File: config.mk
export PLATFORM = sky130hd
export DESIGN_NAME = pc_fetch_ctrl
export DESIGN_NICKNAME = d
export VERILOG_FILES = /design/src/rtl/pc_fetch_ctrl.sv
export SDC_FILE = /design/constraint.sdc
export NUM_CORES = 1
export LEC_CHECK = 0
export ABC_AREA = 1
export CAP_MARGIN = 20
export CORE_MARGIN = 2
export CORE_UTILIZATION = 30
export CTS_CLUSTER_DIAMETER = 40
export DETAILED_ROUTE_END_ITERATION = 8
export GPL_TIMING_DRIVEN = 1
export SYNTH_ARGS = -nofsm -noshare
export SYNTH_HDL_FRONTEND = slang
export SYNTH_SLANG_ARGS = --single-unit
File: constraint.sdc
create_clock -name clk -period 2.6 [get_ports clk]
set_input_delay 0.78 -clock clk [delete_from_list [all_inputs] [get_ports clk]]
set_output_delay 0.78 -clock clk [all_outputs]
set_load 0.01 [all_outputs]
File: src/rtl/pc_fetch_ctrl.sv
// Fetch-stage sequencer: next-PC select, PC load enable, D/E stall/flush and imem watchdog.
// Optional PC_FETCH_CTRL_PERF_EN adds saturating stall/redirect performance counters.
module pc_fetch_ctrl #(
  parameter logic [31:0] RESET_VECTOR = 32'h0000_0000,
  parameter int          IMEM_TIMEOUT = 16
) (
  input  logic        clk,
  input  logic        rst,
  input  logic [31:0] pc_f,
  input  logic        imem_ready,
  input  logic        load_use_hazard,
  input  logic        branch_taken_d,
  input  logic [31:0] branch_target_d,
  input  logic        jump_d,
  input  logic [31:0] jump_target_d,
  output logic [31:0] pc_next,
  output logic        pc_en,
  output logic        stall_d,
  output logic        flush_d,
  output logic        flush_e,
`ifdef PC_FETCH_CTRL_PERF_EN
  output logic [31:0] perf_stall_cnt,
  output logic [31:0] perf_redir_cnt,
`endif
  output logic        fetch_err
);

  typedef enum logic [1:0] {
    S_RUN      = 2'd0,
    S_MEM_WAIT = 2'd1,
    S_ERROR    = 2'd2
  } state_e;

  localparam int CW = $clog2(IMEM_TIMEOUT + 1);

  state_e          state_q, state_d;
  logic            pend_q, pend_d;
  logic [31:0]     pend_pc_q, pend_pc_d;
  logic [CW-1:0]   wait_cnt_q, wait_cnt_d;

  logic            redir_s;
  logic [31:0]     redir_tgt_s;
  logic [31:0]     seq_pc_s;
  logic            run_rules_s;

  assign redir_s     = jump_d | branch_taken_d;
  assign redir_tgt_s = jump_d ? jump_target_d : branch_target_d;
  assign seq_pc_s    = pc_f + 32'd4;
  assign fetch_err   = (state_q == S_ERROR);

  // State, pending redirect and wait counter registers
  always_ff @(posedge clk) begin
    if (rst) begin
      state_q    <= S_RUN;
      pend_q     <= 1'b0;
      pend_pc_q  <= 32'h0000_0000;
      wait_cnt_q <= '0;
    end else begin
      state_q    <= state_d;
      pend_q     <= pend_d;
      pend_pc_q  <= pend_pc_d;
      wait_cnt_q <= wait_cnt_d;
    end
  end

  // Next-state and output decode
  always_comb begin
    state_d     = state_q;
    pend_d      = pend_q;
    pend_pc_d   = pend_pc_q;
    wait_cnt_d  = wait_cnt_q;
    pc_next     = seq_pc_s;
    pc_en       = 1'b0;
    stall_d     = 1'b0;
    flush_d     = 1'b0;
    flush_e     = 1'b0;
    run_rules_s = 1'b0;

    case (state_q)
      S_RUN: begin
        run_rules_s = 1'b1;
      end
      S_MEM_WAIT: begin
        if (imem_ready) begin
          state_d    = S_RUN;
          wait_cnt_d = '0;
          if (pend_q) begin
            pc_en   = 1'b1;
            pc_next = pend_pc_q;
            flush_d = 1'b1;
            pend_d  = 1'b0;
          end else begin
            run_rules_s = 1'b1;
          end
        end else begin
          stall_d = 1'b1;
          flush_e = 1'b1;
          // Only the first redirect seen during a wait is kept
          if (!pend_q && redir_s) begin
            pend_d    = 1'b1;
            pend_pc_d = redir_tgt_s;
          end else begin
            pend_d = pend_q;
          end
          if (wait_cnt_q >= CW'(IMEM_TIMEOUT - 1)) begin
            state_d = S_ERROR;
          end else begin
            wait_cnt_d = wait_cnt_q + CW'(1);
          end
        end
      end
      S_ERROR: begin
        stall_d = 1'b1;
        flush_e = 1'b1;
      end
      default: begin
        state_d = S_RUN;
      end
    endcase

    if (run_rules_s) begin
      if (load_use_hazard) begin
        stall_d = 1'b1;
        flush_e = 1'b1;
      end else if (!imem_ready) begin
        stall_d    = 1'b1;
        flush_e    = 1'b1;
        state_d    = S_MEM_WAIT;
        wait_cnt_d = CW'(1);
        if (redir_s) begin
          pend_d    = 1'b1;
          pend_pc_d = redir_tgt_s;
        end else begin
          pend_d = 1'b0;
        end
      end else if (redir_s) begin
        pc_en   = 1'b1;
        pc_next = redir_tgt_s;
        flush_d = 1'b1;
      end else begin
        pc_en = 1'b1;
      end
    end else begin
      run_rules_s = 1'b0;
    end

    if (rst) begin
      pc_next = RESET_VECTOR;
      pc_en   = 1'b0;
      stall_d = 1'b0;
      flush_d = 1'b1;
      flush_e = 1'b1;
    end else begin
      pc_en = pc_en;
    end
  end

`ifdef PC_FETCH_CTRL_PERF_EN
  logic [31:0] perf_stall_q, perf_redir_q;

  assign perf_stall_cnt = perf_stall_q;
  assign perf_redir_cnt = perf_redir_q;

  // Saturating stall-cycle and loaded-redirect counters
  always_ff @(posedge clk) begin
    if (rst) begin
      perf_stall_q <= 32'h0000_0000;
      perf_redir_q <= 32'h0000_0000;
    end else begin
      if (!pc_en && perf_stall_q != 32'hFFFF_FFFF) begin
        perf_stall_q <= perf_stall_q + 32'd1;
      end
      if (pc_en && flush_d && perf_redir_q != 32'hFFFF_FFFF) begin
        perf_redir_q <= perf_redir_q + 32'd1;
      end
    end
  end
`endif

endmodule

## Word level (Yosys, flattened, before mapping)

Cells that the tools add are included.

| word-level totals | value |
|---|---|
| register bits after elaboration | 40 |
| input port bits | 102 |
| output and inout port bits | 37 |
| logic and storage cells | 71 |

| cells by class | value |
|---|---|
| add/sub/neg operators | 2 |
| order comparisons | 1 |
| equality and inequality tests | 2 |
| multiplexer cells | 57 |
| bitwise logic cells | 1 |
| reduce and logical (&&, ||, !) cells | 4 |

Operators with widths:

| operator | count |
|---|---|
| $mux W32 | 16 |
| $add A32 B3 Y32 const B | 1 |
| $mux W5 | 6 |
| $mux W1 | 27 |
| $mux W2 | 5 |
| $add A5 B1 Y5 const B | 1 |
| $ge A5 B4 Y1 const B | 1 |
| $pmux W1 S2 | 2 |
| $pmux W2 S2 | 1 |
| $eq A2 B1 Y1 const B | 1 |
| $eq A2 B2 Y1 const B | 1 |
| $logic_not A2 Y1 | 1 |
| $reduce_or A2 Y1 | 1 |
| $logic_and A1 B1 Y1 | 1 |
| $logic_not A1 Y1 | 1 |
| $or A1 B1 Y1 | 1 |

## Depth between registers and ports, before layout

Gate-level depths: netlist of the first run.

| depth | value |
|---|---|
| word-level depth | 9 |
| gate-level depth with buffers | 12 |

## Least setup slack after synthesis of the first run

Ideal clock, no wire load.

| path | value |
|---|---|
| kind | input -> output |
| start | input port pc_f[2] |
| end | output port pc_next[20] |
| arrival | 1.898 ns |
| slack | -0.078 ns |
| cell stages on the path | 9 |
| buffers on the path | 0 |
| cell sequence | ha_1 > nand2_1 > nor2_1 > nand2_1 > nor2_1 > nand2_1 > nand3_1 > nand2_1 > a21oi_1 |

| between the ends | value |
|---|---|
| word-level cells in the longest chain between the ends | 9 |

Ends and longest elaborated chain:

| element | line | source |
|---|---|---|
| from (decl) | 9 | `input logic [31:0] pc_f,` |
| $add A32 B3 Y32 * | 48 | `assign seq_pc_s = pc_f + 32'd4;` |
| $mux W32 | 87 | `if (pend_q) begin` |
| $mux W32 | 84 | `if (imem_ready) begin` |
| $mux W32 * | 79 | `case (state_q)` |
| $mux W32 | 136 | `end else if (redir_s) begin` |
| $mux W32 | 125 | `end else if (!imem_ready) begin` |
| $mux W32 | 122 | `if (load_use_hazard) begin` |
| $mux W32 * | 121 | `if (run_rules_s) begin` |
| $mux W32 * | 147 | `if (rst) begin` |
| to (decl) | 16 | `output logic [31:0] pc_next,` |

Mark *: on every way between the ends. The rest lies on a longest branch, timed or not.

## Worst setup path in the final report of the first run

| path | value |
|---|---|
| start | register state_q[0] |
| end | output port flush_e |

| between the ends | value |
|---|---|
| word-level cells in the longest chain between the ends | 6 |
| elaborated cells on any way between the ends | 9 |
| classes of those cells | eq/ne: 2; mux: 6; reduce/logical: 1 |

Ends and longest elaborated chain:

| element | line | source |
|---|---|---|
| from (decl) | 36 | `state_e state_q, state_d;` |
| from (signal assigned) | 59 | `state_q <= state_d;` |
| $eq A2 B2 Y1 / $eq A2 B1 Y1 (equally long branches) | 79 |  |
| $pmux W1 S2 | 79 |  |
| $mux W1 | 125 |  |
| $mux W1 | 122 |  |
| $mux W1 * | 121 |  |
| $mux W1 * | 147 |  |
| to (decl) | 20 | `output logic flush_e,` |

Marks and branches as above.

==> reports/qor.yml, run 1 <==
slew_viol_final: 0
crit_slowest_cell: "dfxtp_4"
ir_drop_v: 0.0004188
post-route-drc-count: 0
p_leak_nw: 3.372
wirelength_mm: 16.77
crit_top_cell: "buf_6"
ys_ff_latch: 40
setup_violations: 35
grt-ovfl-total: 0
hp-class: "reg -> reg"
cts_buffers: 5
yosys.area.top_type: "dfxtp_1"
cp-start-kind: "flip-flop"
port_buffers: 138
grt_start_max_net_pins: 33
syn_inst: 630
syn_avg_cell_area_um2: 5.851
n_antenna_cell: 0
max-slew-margin-rel_pct: 57.29
layout-drive-gt1-share_pct: 52.23
cts-root-buf: "clkbuf_16"
worstPathCellList: "inv_2 > ha_2 > o21bai_4 > buf_4 > buf_6 > buf_6 > o22ai_2 > a21boi_4 > nand2_2 > buf_6"
cts.sinks: 40
slowest_delay_ns: 0.37
grt_pass1_vias: 5238
clockBufferDepth: 2
clkLatencyLatePin_ns: 0.29
cts_max_level: 2
arrival_ns: 2.00
critPathKind: "reg -> out"
vias: 5263
ys_warn_count: 0
dieArea_mm2: 0.01319
crit_fanout: 4
cts_tree: "done"
ys_seq_area_share_pct: 21.72
pin_count: 139
maxCapViolCount: 0
place_ws_ns: -1.188
worstSetupEndpointType: "output port"
synth_fp_nets: 738
placed_cell_area_mm2: 0.005902
p_per_area_mw_per_mm2: 323.4
grt_use_total_pct: 24.15
antenna_left: 0
viasPerCell: 5.036
dp_hpwl_mm: 11.30
antenna_found_initial: 0
rsz0062_at_grt: "yes"
finalNetCount: 1005
final_area_mm2: 0.007552
utilization_pct: 62.88
path_clk_slew_ns: 0.06
hold_viol: 0
fmax_ghz: 0.3592
tns_ns: -3.660
synth_top_area_share_pct: 21.72
drt_iter0_markers: 228
gp_congestion: 0.9247
outcome: "finished, violations left"
wl_per_cell_um: 16.04
die_h_um: 114.8
hold-path-cell-count: 2
core_area_mm2: 0.01201
area_growth_pct: 104.9
period_needed_ns: 2.784
reg2reg_depth: 13
die_width_um: 114.8
initial_utilization_pct: 30.69
grt_pass1_wl_mm: 25.46
rows: 40
syn-cell-area_mm2: 0.003686
synth.area.top_cells: "dfxtp_1 (22%), nand2_1 (15%), nor2_1 (13%), mux2_2 (9.2%), o21ai_0 (8.4%)"
drt-pass1-iter-count: 5
nFillCells: 1017
worstMarginPinSlew_ns: 0.6398
violations: "setup timing"
period_share_pct: 107.1
ys_types: 34
dp.cells: 986
fin_ws_ns: -0.1836
cp.required_ns: 1.82
finClkSkew_ns: 0.002684
instances_no_fill: 1045
## cells in the final DEF, fill, tap and decap left out, types with 4 or more instances in the layout
| cell | instances |
|---|---|
| nand3_1 | 20 |
| inv_2 | 21 |
| or2_2 | 4 |
| a21oi_2 | 21 |
| nor2_4 | 26 |
| buf_12 | 10 |
| buf_6 | 41 |
| o21ai_2 | 19 |
| buf_4 | 109 |
| nand4_1 | 6 |
| buf_8 | 7 |
| o21ai_1 | 16 |
| inv_1 | 35 |
| a31oi_1 | 4 |
| buf_2 | 40 |
| nand2_2 | 34 |
| clkbuf_16 | 5 |
| inv_4 | 4 |
| clkdlybuf4s50_1 | 68 |
| buf_16 | 5 |
| nand3_4 | 4 |
| nand2_1 | 93 |
| o21ai_0 | 30 |
| nand2_4 | 25 |
| nand3_2 | 18 |
| nor2_2 | 18 |
| nor2_1 | 83 |
| dfxtp_1 | 38 |
| a21oi_1 | 12 |
| mux2_2 | 29 |
## Yosys cell counts, drive strengths merged
cell	count
o211ai	3
inv	62
mux2	30
mux2i	2
nor2	127
o22ai	2
o31ai	1
dfxtp	40
nand3	42
clkbuf	19
a21boi	1
buf	11
xnor2	2
xor2	1
a21oi	33
or2	6
nand4	7
o21bai	4
o21ai	66
ha	6
a211oi	1
a31oi	7
o21a	3
nand2	154
## final timing paths
kind                                   end                      from  slack, ns
setup / recovery                   flush_e     state_q[0]$_SDFF_PP0_      -0.18
hold / removal    wait_cnt_q[3]$_SDFF_PP0_  wait_cnt_q[3]$_SDFF_PP0_       0.45
setup reg to reg  pend_pc_q[23]$_SDFF_PP0_     state_q[0]$_SDFF_PP0_       0.37
hold reg to reg   wait_cnt_q[3]$_SDFF_PP0_  wait_cnt_q[3]$_SDFF_PP0_       0.45
## logic make-up after synthesis
kind of cell | Yosys count | share of synthesized area, %
AO/OA/AOI/OAI | 121 | 18.13
XOR/XNOR | 3 | 0.7130
adder cells (fa/ha/maj) | 6 | 2.037
buffers and inverters | 92 | 10.52
flip-flops | 40 | 21.72
multiplexers | 32 | 9.708
AND/OR/NAND/NOR | 336 | 37.17
## critical path, delay by kind of cell, from the launching register on
kind | cells | cell delay [ns]
compound gates | 3 | 0.55
fa+ha+maj | 1 | 0.18
buf+inv | 5 | 0.53
flops | 1 | 0.37
simple gates | 1 | 0.08
## routing by layer
metal / global-route usage, % / routed length, um / up-vias
met3: 3.795 / 965 / 31
met4: 8.916 / 500 / 0
met2: 44.16 / 8574 / 182
met5: 0 / 0 / -
met1: 28.34 / 6727 / 2461
li1: - / - / 2589
## area by class of cell
class                   instances  area (um^2)  share of cell area, %
clock buffers                   6        138.9                  1.839
repair buffers                289         2698                  35.72
multi-input cells             498         3426                  45.36
clock inverters                 2        38.79                 0.5136
well taps                     147        183.9                  2.435
flip-flops and latches         40        805.8                  10.67
repair inverters                1        6.256                0.08284
inverters                      62        255.2                  3.380
## registers in the layout (all words and copies together) (netlist names)
register / cells
pend_pc_q: 32
wait_cnt_q: 5
pend_q: 1
state_q: 2
## per-stage QoR
step	power [mW]	hold WS, ns
after global placement	1.461	0.4399
after detailed placement	1.470	0.4403
final	2.443	0.4496
after floorplan	1.035	0.4302
after global routing	2.550	0.4719
after CTS	2.365	0.4499
## report_power, final
| part | internal [mW] | switching [mW] | total (mW) |
|---|---|---|---|
| combinational | 0.518 | 0.480 | 0.998 |
| clock | 0.481 | 0.272 | 0.753 |
| sequential | 0.664 | 0.0280 | 0.692 |
## what timing repair did
action / 4_1_cts / 5_1_grt
setup buffers: 32 / 14
gates resized for setup: 529 / 130
hold buffers: 0 / 0
cloned: 7 / 1
pin swaps: 87 / 69
setup endpoints to repair: 36 / 36
Note: power is estimated with default switching activity, not from simulation.
==> run 2: changes to the inputs <==
--- a/config.mk
+++ b/config.mk
@@ -6,12 +6,14 @@
 export NUM_CORES = 1
 export LEC_CHECK = 0
 export ABC_AREA = 1
+export ABC_CLOCK_PERIOD_IN_PS = 2600
 export CAP_MARGIN = 20
-export CORE_MARGIN = 2
+export CORE_MARGIN = 5
 export CORE_UTILIZATION = 30
 export CTS_CLUSTER_DIAMETER = 40
 export DETAILED_ROUTE_END_ITERATION = 8
 export GPL_TIMING_DRIVEN = 1
+export SKIP_CTS_REPAIR_TIMING = 1
 export SYNTH_ARGS = -nofsm -noshare
 export SYNTH_HDL_FRONTEND = slang
 export SYNTH_SLANG_ARGS = --single-unit
==> reports/qor.yml, run 2 (synthesis results as in run 1) <==
initial_utilization_pct: 30.69  # unchanged
gp_congestion: 0.8773  # was 0.9247
ff2ff_setup_slack_ns: 0.54  # was 0.37 ns
cts_buffers: 5  # unchanged
grt_pass1_vias: 4773  # was 5238
setup_violations: 33  # was 35
hp-class: "reg -> reg"  # unchanged
dp.cells: 989  # was 986
grt_start_max_net_pins: 34  # was 33
r2r_start: "state_q[0]$_SDFF_PP0_"  # unchanged
pin_count: 139  # unchanged
instances_no_fill: 1023  # was 1045
antenna_left: 0  # unchanged
dieArea_mm2: 0.01460  # was 0.01319 mm^2
finClkSkew_ns: 0.002641  # was 0.002684 ns
crit_start: "imem_ready"  # was state_q[0]$_SDFF_PP0_
fin_ws_ns: -0.1469  # was -0.1836 ns
violations: "setup timing"  # unchanged
fmax_ghz: 0.3640  # was 0.3592 GHz
crit_fanout: 7  # was 4
finalNetCount: 983  # was 1005
outcome: "finished, violations left"  # unchanged
cts_tree: "done"  # unchanged
drt_iter0_markers: 254  # was 228
arrival_ns: 1.97  # was 2.00 ns
p_per_area_mw_per_mm2: 322.7  # was 323.4 mW/mm^2
period_needed_ns: 2.747  # was 2.784 ns
area_growth_pct: 99.90  # was 104.9%
vias: 5101  # was 5263
clockBufferDepth: 2  # unchanged
worstSetupEndpointType: "output port"  # unchanged
min_to: "wait_cnt_q[3]$_SDFF_PP0_"  # unchanged
regMostFlops: "pend_pc_q"  # unchanged
final_common_cell: "nand2_1"  # was buf_4
multi_input_area_mm2: 0.003400  # was 0.003426 mm^2
viasPerCell: 4.986  # was 5.036
cts.sinks: 40  # unchanged
rows: 40  # unchanged
rsz0062_at_grt: "yes"  # unchanged
nFillCells: 1105  # was 1017
cts-root-buf: "clkbuf_16"  # unchanged
clkLatencyLatePin_ns: 0.28  # was 0.29 ns
wl_per_cell_um: 15.94  # was 16.04 um
top_regs: "pend_pc_q: 32 flops, wait_cnt_q: 5 flops, state_q: 2 flops"  # unchanged
maxCapViolCount: 0  # unchanged
cts_max_level: 2  # unchanged
die_width_um: 120.8  # was 114.8 um
n_antenna_cell: 0  # unchanged
critPathKind: "in -> out"  # was reg -> out
path_clk_slew_ns: 0.06  # about the same
reg2reg_depth: 12  # was 13
hold-path-cell-count: 2  # unchanged
grt-ovfl-total: 0  # unchanged
hold_viol: 0  # unchanged
largest_reg_flops: 32  # unchanged
cp-start-kind: "input port"  # was flip-flop
p_leak_nw: 3.330  # was 3.372 nW
worstReg2RegEnd: "pend_pc_q[1]$_SDFF_PP0_"  # was pend_pc_q[23]$_SDFF_PP0_
drt-pass1-iter-count: 4  # was 5
worstMarginPinSlew_ns: 0.6346  # was 0.6398 ns
wirelength_mm: 16.31  # was 16.77 mm
ir_drop_v: 0.0002935  # was 0.0004188 V
period_share_pct: 105.6  # was 107.1%
hold_start: "wait_cnt_q[3]$_SDFF_PP0_"  # unchanged
cp.required_ns: 1.82  # about the same
grt_use_total_pct: 19.23  # was 24.15%
port_buffers: 138  # unchanged
layout-drive-gt1-share_pct: 49.43  # was 52.23%
layout_common_cells: "nand2_1 (94), buf_4 (92), nor2_1 (80)"  # was buf_4 (109), nand2_1 (93), nor2_1 (83)
core_area_mm2: 0.01201  # unchanged
post-route-drc-count: 0  # unchanged
seq_area_um2: 805.8  # unchanged
max-slew-margin-rel_pct: 57.63  # was 57.29%
p_total_mw: 2.378  # was 2.443 mW
antenna_found_initial: 0  # unchanged
utilization_pct: 61.34  # was 62.88%
die_h_um: 120.8  # was 114.8 um
grt_pass1_wl_mm: 22.85  # was 25.46 mm
dp_hpwl_mm: 11.43  # was 11.30 mm
slew_viol_final: 0  # unchanged
-- run 2: changes by cell type in the layout (fill, tap and decap cells not counted), moves of 5 or more --
cell	previous run	this run
buf_4	109	92
inv_1	35	46
inv_2	21	10
buf_2	40	30
clkbuf_2	3	12
nor2_4	26	33
clkbuf_16	5	11
o21ai_0	30	36
buf_16	5	0
buf_6	41	36
nand3_1	20	25
-- run 2: cell type report --
cell class	instances	share of cell area [%]
repair buffers	268	34.57
multi-input cells	498	46.14
well taps	147	2.496
clock inverters	3	0.6283
clock buffers	5	1.698
flip-flops and latches	40	10.94
inverters	62	3.532
-- run 2: metrics by stage --
stage / cell area, um^2 / setup slack (ns) / TNS [ns] / hold WS, ns
after floorplan: 3704 / 0.007208 / 0 / 0.4302
after global placement: 5924 / -1.119 / -35.89 / 0.4418
after detailed placement: 5924 / -1.175 / -36.34 / 0.4464
after CTS: 6096 / -1.191 / -36.76 / 0.4606
after global routing: 7368 / -0.2286 / -5.285 / 0.5144
final: 7368 / -0.1469 / -2.747 / 0.4734
-- run 2: how the worst max path moves through the flow --
stage / endpoint / slack, ns
6_report: pc_next[13] / -0.15
5_1_grt: pc_next[13] / -0.23
4_1_cts: pc_next[30] / -1.19
3_5_place_dp: pc_next[30] / -1.18
3_3_place_gp: pc_next[26] / -1.12
2_1_floorplan: pc_next[29] / 0.007
-- run 2: critical path, cell delays in order --
cell	delay [ns]
buf_6	0.08
nand2_4	0.07
nor2_4	0.19
clkinv_4	0.12
buf_8	0.16
buf_4	0.13
o21ai_2	0.09
inv_1	0.06
nand2_2	0.07
a21oi_2	0.06
buf_2	0.14
-- run 2: power breakdown --
part	switching (mW)	total, mW	internal (mW)
Combinational	0.464	0.958	0.494
Clock	0.271	0.728	0.457
Sequential	0.0286	0.692	0.664
Total	0.764	2.38	1.61
-- run 2: layer usage --
layer	share of wire (%)	vias up	track usage [%]
met3	6.0	34	4.537
met1	42	2371	23.77
met2	49	159	32.55
met5	0	-	0
li1	-	2537	-
met4	3.2	0	6.728
